**config.mk**
```make
export PLATFORM = sky130hd
export DESIGN_NAME = ttt_turn_ctrl
export DESIGN_NICKNAME = d
export VERILOG_FILES = /design/src/rtl/ttt_pkg.sv /design/src/rtl/ttt_line_check.sv /design/src/rtl/ttt_turn_ctrl.sv
export SDC_FILE = /design/constraint.sdc
export NUM_CORES = 1
export LEC_CHECK = 0
export ABC_AREA = 1
export CAP_MARGIN = 5
export CORE_MARGIN = 5
export CORE_UTILIZATION = 39
export DETAILED_ROUTE_END_ITERATION = 16
export REMOVE_ABC_BUFFERS = 1
export SETUP_SLACK_MARGIN = 0.3
export SYNTH_ARGS = -nofsm -noshare
export SYNTH_HDL_FRONTEND = slang
export SYNTH_SLANG_ARGS = --single-unit
```
**constraint.sdc**
```tcl
create_clock -name clk -period 3.2 [get_ports clk]
set_input_delay 0.64 -clock clk [delete_from_list [all_inputs] [get_ports clk]]
set_output_delay 0.64 -clock clk [all_outputs]
set_load 0.05 [all_outputs]
```
**src/rtl/ttt_pkg.sv**
```systemverilog
// Shared codes, key indices, FSM states and winning-line masks for the
// tic-tac-toe game controller.
package ttt_pkg;

    localparam logic [1:0] CELL_EMPTY = 2'b00;
    localparam logic [1:0] CELL_X     = 2'b01;
    localparam logic [1:0] CELL_O     = 2'b10;

    localparam logic [1:0] WIN_NONE   = 2'b00;
    localparam logic [1:0] WIN_P1     = 2'b01;
    localparam logic [1:0] WIN_P2     = 2'b10;
    localparam logic [1:0] WIN_DRAW   = 2'b11;

    localparam int unsigned KEY_RESTART = 11;
    localparam int unsigned N_CELLS     = 9;
    localparam int unsigned N_LINES     = 8;

    typedef enum logic [2:0] {
        S_IDLE,
        S_WAIT_KEY,
        S_DEBOUNCE,
        S_APPLY,
        S_CHECK,
        S_WAIT_RELEASE
    } state_t;

    // Rows 0-2, columns 0-2, diagonal 0-4-8, diagonal 2-4-6.
    localparam logic [8:0] WIN_LINES [N_LINES] = '{
        9'h007, 9'h038, 9'h1C0,
        9'h049, 9'h092, 9'h124,
        9'h111, 9'h054
    };

endpackage

```
**src/rtl/ttt_line_check.sv**
```systemverilog
// Combinational win/full detector: reports the lowest-index completed line
// for the given player and whether every cell is occupied.
module ttt_line_check
    import ttt_pkg::*;
(
    input  logic [17:0] board,
    input  logic [1:0]  player,
    output logic        win,
    output logic [8:0]  win_mask,
    output logic        full
);

    logic [8:0] owned;
    logic [8:0] filled;

    always_comb begin
        owned  = '0;
        filled = '0;
        for (int unsigned i = 0; i < N_CELLS; i++) begin
            owned[i]  = (board[2*i +: 2] == player);
            filled[i] = (board[2*i +: 2] != CELL_EMPTY);
        end
    end

    always_comb begin
        win      = 1'b0;
        win_mask = '0;
        for (int unsigned l = 0; l < N_LINES; l++) begin
            if (!win && ((owned & WIN_LINES[l]) == WIN_LINES[l])) begin
                win      = 1'b1;
                win_mask = WIN_LINES[l];
            end
        end
    end

    assign full = &filled;

endmodule

```
**src/rtl/ttt_turn_ctrl.sv**
```systemverilog
// Tic-tac-toe game sequencer: debounces one-hot keypad presses, applies
// moves to the board, detects win/draw and manages turns and restart.
module ttt_turn_ctrl
    import ttt_pkg::*;
#(
    parameter int unsigned DEBOUNCE_CYCLES = 25000,
    parameter int unsigned CNT_W           = 15
) (
    input  logic        clk,
    input  logic        rst_n,
    input  logic        game_en,
    input  logic [11:0] key_data,
    output logic [17:0] board,
    output logic        turn_o,
    output logic [1:0]  winner,
    output logic        game_over,
    output logic [8:0]  win_mask,
    output logic        move_ok,
    output logic        move_err
);

    localparam logic [CNT_W-1:0] DB_LAST = CNT_W'(DEBOUNCE_CYCLES);

    state_t             state_q, state_d;
    logic [11:0]        key_q, key_d;
    logic [CNT_W-1:0]   cnt_q, cnt_d;
    logic [17:0]        board_q, board_d;
    logic               turn_q, turn_d;
    logic [1:0]         winner_q, winner_d;
    logic               over_q, over_d;
    logic [8:0]         mask_q, mask_d;

    logic               key_onehot;
    logic               key_is_cell;
    logic [3:0]         cell_idx;
    logic [1:0]         mover;
    logic               lc_win;
    logic [8:0]         lc_mask;
    logic               lc_full;

    assign mover       = turn_q ? CELL_O : CELL_X;
    assign key_onehot  = (key_data != '0) && ((key_data & (key_data - 12'd1)) == '0);
    assign key_is_cell = |key_q[8:0];

    always_comb begin
        cell_idx = '0;
        for (int unsigned i = 0; i < N_CELLS; i++) begin
            if (key_q[i]) cell_idx = 4'(i);
        end
    end

    ttt_line_check u_line_check (
        .board    (board_q),
        .player   (mover),
        .win      (lc_win),
        .win_mask (lc_mask),
        .full     (lc_full)
    );

    always_ff @(posedge clk or negedge rst_n) begin
        if (!rst_n) begin
            state_q  <= S_IDLE;
            key_q    <= '0;
            cnt_q    <= '0;
            board_q  <= '0;
            turn_q   <= 1'b0;
            winner_q <= WIN_NONE;
            over_q   <= 1'b0;
            mask_q   <= '0;
        end else begin
            state_q  <= state_d;
            key_q    <= key_d;
            cnt_q    <= cnt_d;
            board_q  <= board_d;
            turn_q   <= turn_d;
            winner_q <= winner_d;
            over_q   <= over_d;
            mask_q   <= mask_d;
        end
    end

    always_comb begin
        state_d  = state_q;
        key_d    = key_q;
        cnt_d    = cnt_q;
        board_d  = board_q;
        turn_d   = turn_q;
        winner_d = winner_q;
        over_d   = over_q;
        mask_d   = mask_q;
        move_ok  = 1'b0;
        move_err = 1'b0;

        if (!game_en) begin
            state_d = S_IDLE;
        end else begin
            unique case (state_q)
                S_IDLE: begin
                    board_d  = '0;
                    turn_d   = 1'b0;
                    winner_d = WIN_NONE;
                    over_d   = 1'b0;
                    mask_d   = '0;
                    cnt_d    = '0;
                    state_d  = S_WAIT_KEY;
                end
                S_WAIT_KEY: begin
                    if (key_onehot) begin
                        key_d   = key_data;
                        cnt_d   = CNT_W'(1);
                        state_d = S_DEBOUNCE;
                    end
                end
                S_DEBOUNCE: begin
                    if (key_data == key_q) begin
                        if (cnt_q + 1'b1 >= DB_LAST) begin
                            cnt_d   = '0;
                            state_d = S_APPLY;
                        end else begin
                            cnt_d = cnt_q + 1'b1;
                        end
                    end else begin
                        cnt_d   = '0;
                        state_d = S_WAIT_KEY;
                    end
                end
                S_APPLY: begin
                    cnt_d   = '0;
                    state_d = S_WAIT_RELEASE;
                    if (key_is_cell) begin
                        if (!over_q && board_q[{cell_idx, 1'b0} +: 2] == CELL_EMPTY) begin
                            board_d[{cell_idx, 1'b0} +: 2] = mover;
                            move_ok = 1'b1;
                            state_d = S_CHECK;
                        end else begin
                            move_err = 1'b1;
                        end
                    end else if (key_q[KEY_RESTART]) begin
                        board_d  = '0;
                        turn_d   = 1'b0;
                        winner_d = WIN_NONE;
                        over_d   = 1'b0;
                        mask_d   = '0;
                    end
                end
                S_CHECK: begin
                    state_d = S_WAIT_RELEASE;
                    if (lc_win) begin
                        winner_d = turn_q ? WIN_P2 : WIN_P1;
                        over_d   = 1'b1;
                        mask_d   = lc_mask;
                    end else if (lc_full) begin
                        winner_d = WIN_DRAW;
                        over_d   = 1'b1;
                    end else begin
                        turn_d = ~turn_q;
                    end
                end
                S_WAIT_RELEASE: begin
                    // Release must be stable as long as a press before re-arming.
                    if (key_data != '0) begin
                        cnt_d = '0;
                    end else if (cnt_q + 1'b1 >= DB_LAST) begin
                        cnt_d   = '0;
                        state_d = S_WAIT_KEY;
                    end else begin
                        cnt_d = cnt_q + 1'b1;
                    end
                end
                default: state_d = S_IDLE;
            endcase
        end
    end

    assign board     = board_q;
    assign turn_o    = turn_q;
    assign winner    = winner_q;
    assign game_over = over_q;
    assign win_mask  = mask_q;

endmodule

```
=== Word level (Yosys, flattened, before mapping) ===
Index checks and enable logic that the tools add are counted.

* Register bits: 61

* Add/sub/neg operators: 3
* Shift operators: 3
* Reduce and logical (&&, ||, !) cells: 43
* Magnitude comparators: 1
* Bitwise operators: 2
* Equality and inequality tests: 36
* Muxes and demuxes: 69

{| class="wikitable"
|+ Operators with widths
! cell !! count
|-
| $mux 9 || 10
|-
| $mux 15 || 4
|-
| $pmux 15 s4 || 1
|-
| $mux 18 || 3
|-
| $pmux 18 s2 || 1
|-
| $eq 3x3->1 const B || 10
|-
| $pmux 9 s3 || 1
|-
| $mux 1 || 25
|-
| $mux 4 || 6
|-
| $mux 3 || 7
|-
| $reduce_bool 2->1 || 10
|-
| $bwmux 18 || 1
|-
| $eq 2x2->1 || 9
|-
| $ne 3x3->1 const B || 6
|-
| $pmux 3 s6 || 1
|-
| $shift 2x7->18 const A || 1
|-
| $shiftx 18x6->2 || 1
|-
| $shiftx 2x7->18 || 1
|-
| $add 15x1->15 const B || 1
|-
| $ge 15x15->1 const B || 1
|-
| $and 12x12->12 || 1
|-
| $eq 12x12->1 || 1
|-
| $logic_not 12->1 || 1
|-
| $mux 2 || 6
|-
| 23 further kinds || 48
|}

=== Depth between registers and ports, before layout ===
* Word-level depth: 27
* Mapped depth: 19

=== Hierarchy ===
From an unflattened synthesis, not the netlist that was laid out.

* Cells, all modules: 682
* Area total of the unflattened synthesis: 4670.7 um^2

{| class="wikitable"
|+ By module, submodules not included
! module !! area an instance (um^2) !! times used !! cells an instance
|-
| ttt_turn_ctrl || 4031.4 || 1 || 557
|-
| ttt_line_check || 639.4 || 1 || 125
|}

=== Least setup slack after synthesis ===
Ideal clock, no wire load.

* Path kind: reg2out
* Start: register key_q[1]
* End: output port move_err
* Buffers on the path: 0
* Setup slack: -244 ps
* Stages on the path, launching flop included: 16
* Arrival: 2804 ps
* Cell sequence: dfrtp_1 > nand2_1 > nand2_1 > nand2_1 > nand2_1 > nand2_1 > nand2_1 > nand2_1 > nand2_1 > nand3_1 > nand2_1 > nand2_1 > nand3_1 > nand2_1 > inv_1 > nor4_1

* Cells in the longest elaborated chain, start to end: 15

{| class="wikitable"
|+ RTL lines
! what !! line !! source
|-
| start, declared || ttt_turn_ctrl.sv:25 || <nowiki>logic [11:0] key_q, key_d;</nowiki>
|-
| start signal, assigned || ttt_turn_ctrl.sv:72 || <nowiki>key_q <= key_d;</nowiki>
|-
| $mux 1 || ttt_turn_ctrl.sv:48 || <nowiki>if (key_q[i]) cell_idx = 4'(i);</nowiki>
|-
| $mux 2 || ttt_turn_ctrl.sv:48 ||
|-
| $mux 4 (6 in a row) || ttt_turn_ctrl.sv:48 ||
|-
| $shiftx 18x6->2 || ttt_turn_ctrl.sv:131 || <nowiki>if (!over_q && board_q[{cell_idx, 1'b0} +: 2] == CELL_EMPTY) begin</nowiki>
|-
| $logic_not 2->1 || ttt_turn_ctrl.sv:131 ||
|-
| $logic_and 1x1->1 || ttt_turn_ctrl.sv:131 ||
|-
| $mux 1 || ttt_turn_ctrl.sv:131 ||
|-
| $mux 1 * || ttt_turn_ctrl.sv:130 || <nowiki>if (key_is_cell) begin</nowiki>
|-
| $mux 1 * || ttt_turn_ctrl.sv:97 || <nowiki>unique case (state_q)</nowiki>
|-
| $mux 1 * || ttt_turn_ctrl.sv:94 || <nowiki>if (!game_en) begin</nowiki>
|-
| end, declared || ttt_turn_ctrl.sv:19 || <nowiki>output logic move_err</nowiki>
|}

Every way passes the cells marked *; elsewhere a longest branch is shown, timed or not.

=== Worst setup path in the final report ===
* Start: register key_q[2]
* End: output port move_ok

* Cells in the longest elaborated chain, start to end: 14

{| class="wikitable"
|+ RTL lines
! what !! line !! source
|-
| $mux 2 || ttt_turn_ctrl.sv:48 ||
|-
| $mux 4 (6 in a row) || ttt_turn_ctrl.sv:48 ||
|-
| $shiftx 18x6->2 || ttt_turn_ctrl.sv:131 ||
|-
| $logic_not 2->1 || ttt_turn_ctrl.sv:131 ||
|-
| $logic_and 1x1->1 || ttt_turn_ctrl.sv:131 ||
|-
| $mux 1 || ttt_turn_ctrl.sv:131 ||
|-
| $mux 1 * || ttt_turn_ctrl.sv:130 ||
|-
| $mux 1 * || ttt_turn_ctrl.sv:97 ||
|-
| $mux 1 * || ttt_turn_ctrl.sv:94 ||
|-
| end, declared || ttt_turn_ctrl.sv:18 || <nowiki>output logic move_ok,</nowiki>
|}

Marks and branches as above.

==> impl_metrics.py <==
metrics = {
    "floorplan": {
        "top_level_ports": 48,
        "row_count": 38,
        "dieWidth_um": 115,
        "initial_core_util": 0.397,
        "core_area_um2": 10800,
        "fp.dieH_um": 115,
        "dieArea_um2": 13200,
    },
    "critical_path": {
        "reg2reg_depth": 18,
        "required_ns": 2.56,
        "crit_fanout": 5,
        "r2r_end": "board[9]",
        "worstPathArrival_ns": 2.31,
        "worstSetupEndpointType": "output pin",
        "rr_startpoint": "key_q[2]",
        "start_kind": "flop",
        "regToRegSetupSlack_ns": 0.52,
        "crit_type": "reg -> out",
    },
    "min_path": {
        "min_path_type": "in -> async",
    },
    "synth": {
        "synth_edf_count": 0,
        "yosysTopAreaCell": "dfrtp_1",
        "synth.area.top_cells": "dfrtp_1 35%, nand2_1 16%, inv_1 7.8%, nand4_1 5.2%, nand3_1 5.0%",
        "synth.top_cell.area_share": 0.355,
        "synth-seq-area-share": 0.355,
        "syn_inst": 645,
        "synth_cell_types": 34,
        "synth.most_common_cell": "nand2_1",
        "synth_warnings": 0,
        "synth_flop_cell": "dfrtp_1",
        "synth_common_cells": "183 x nand2_1, 90 x inv_1, 61 x dfrtp_1, 55 x nor2_1, 43 x nand3_1",
        "synth_seq_cells": 61,
        "synthesis.area_um2": 4310,
        "async_flop_share": 1.00,
        "postSynthAreaPerCell_um2": 6.68,
    },
    "route": {
        "wirelength_um": 11400,
        "via_count": 4386,
        "viasPerCell": 5.13,
        "drc": 0,
        "first_iter_violations": 262,
        "drt_pre_antenna_iters": 5,
        "ant_nets": 0,
        "wl_per_cell_um": 13.4,
    },
    "sta": {
        "fin_skew_ns": 0.0108,
        "finalCritPeriodShare": 0.923,
        "max_slew_margin": 0.653,
        "finalSetupViolCount": 0,
        "worst_slew_pin_slew_ns": 0.519,
        "rsz0062_at_grt": "true",
        "fmax_ghz": 0.338,
        "hold_viol": 0,
        "drv_slew": 0,
        "finalSetupTns_ns": 0,
        "fin_crit_ns": 2.95,
    },
    "placed_design": {
        "place.gp.congestion": 0.886,
        "io_buffers": 47,
        "postPlaceCellArea_um2": 4960,
        "hpwl_um": 8470,
    },
    "finish": {
        "final_area_um2": 5380,
        "drive_above_1_share": 0.112,
        "multi_input_area_um2": 2430,
        "post-route-util": 0.496,
        "diodes": 0,
        "layout.nets": 729,
        "regArea_um2": 1530,
        "syn_to_final_growth_pct": 24.8,
        "fillers": 1124,
    },
    "clocking": {
        "clockRootBuffer": "clkbuf_8",
        "cts_inserted_buffers": 9,
        "h-tree-depth": 3,
        "ctsHoldBuffers": 0,
        "cts.clk_slew.worst_paths_ns": 0.07,
        "cts_tree": "yes",
        "ctsLongestPathBuffers": 2,
        "cts_sinks": 61,
        "insertion_delay_ns": 0.35,
    },
    "global_route": {
        "grt_pass1_vias": 4069,
        "antenna_found_initial": 0,
        "grt_pass1_wl_um": 19300,
        "track_usage": 0.179,
        "globalRoute.totalOverflow": 0,
        "grt_start_max_net_pins": 62,
    },
    "pwr": {
        "power_density_nw_per_um2": 432,
        "total_power_mw": 2.32,
        "ir_drop_mv": 0.208,
        "p_leak_nw": 2.50,
    },
    "run_status": {
        "status": "complete, no violations",
    },
    "flow_run": {
        "maxCapViolCount": 0,
    },
}
## per-layer routing
metal | up-vias | track usage | part of all wire
met1 | 2025 | 0.232 | 0.45
met2 | 102 | 0.298 | 0.48
li1 | 2242 | - | -
met3 | 17 | 0.0337 | 0.050
met4 | 0 | 0.0681 | 0.023
met5 | - | 0 | 0
## worst max path at each step
| stage | from | endpoint | slack, ns | cells past startpoint |
|---|---|---|---|---|
| 2_1_floorplan | key_q[1] | move_err | -0.24 | 15 |
| 3_3_place_gp | key_q[1] | move_err | 0.22 | 16 |
| 3_5_place_dp | key_data[1] | cnt_q[5] | 0.11 | 12 |
| 4_1_cts | key_q[3] | move_err | 0.29 | 16 |
| 5_1_grt | key_q[2] | move_ok | 0.04 | 17 |
| 6_report | key_q[2] | move_ok | 0.25 | 17 |
## what timing repair did
item	4_1_cts	5_1_grt
pin swaps	3	12
gates resized for setup	10	12
hold endpoints to repair	0	0
buffers inserted	6	5
endpoints found under the setup margin	2	14
gates cloned	0	1
## per-stage QoR
stage	std cells	setup WS [ns]	hold WS, ns
floorplan	635	-0.244	0.344
global placement	827	0.216	0.464
detailed placement	827	0.113	0.467
CTS	849	0.294	0.303
global route	855	0.0382	0.334
finish	855	0.245	0.288
## cell families after synthesis
family | share of synthesized area
and+or+nand+nor | 0.390
DFF | 0.355
buffers and inverters | 0.0994
AOI/OAI and AO/OA | 0.110
adders and majority gates | 0.0116
xor gates and xnor gates | 0.0346
## cell usage in the layout, fill, tap and decap left out, drive strengths merged
cell type	count
a21oi	25
a31oi	3
buf	19
bufinv	3
clkbuf	12
clkdlybuf4s50	44
clkinv	2
clkinvlp	2
dfrtp	61
ha	4
inv	96
nand2	186
nand3	46
nand3b	3
nand4	36
nor2	64
nor3	24
nor4	3
o2111ai	1
o21ai	46
o21bai	2
o22ai	10
or2	6
xnor2	8
xor2	9
## registers in the layout (all words and copies together), names as in the netlist
register   flops
board         18
cnt_q         15
game_over      1
key_q         12
state_q        3
turn_o         1
win_mask       9
winner         2
## critical path, cell delays in order (launching register included)
cell and delay, ns:
dfrtp_1 0.40, inv_1 0.06, nand2_1 0.04, nand2_1 0.05, nand2_1 0.05, nand2_1 0.06
nand2_1 0.06, nand2_2 0.14, nand2_4 0.08, nand2_1 0.08, nand3_1 0.10, nand2_1 0.07
nand2_1 0.05, nand3_2 0.07, nand2_2 0.05, buf_6 0.11, nor4_4 0.29, buf_12 0.18
## power breakdown
| part | leakage [nW] | switching (mW) | internal [mW] |
|---|---|---|---|
| combinational | 1.54 | 0.452 | 0.184 |
| clock | 0.121 | 0.320 | 0.539 |
| sequential | 0.845 | 0.0293 | 0.797 |
| total | 2.50 | 0.800 | 1.52 |
## cell type report
class | count | area share
clock buffers | 12 | 0.0270
inverters | 98 | 0.0694
flip-flops and latches | 61 | 0.284
multi-input cells | 476 | 0.452
well taps | 140 | 0.0326
repair inverters | 1 | 0.000931
repair buffers | 63 | 0.116
clock inverters | 4 | 0.0177
(Power assumes the default switching activity.)
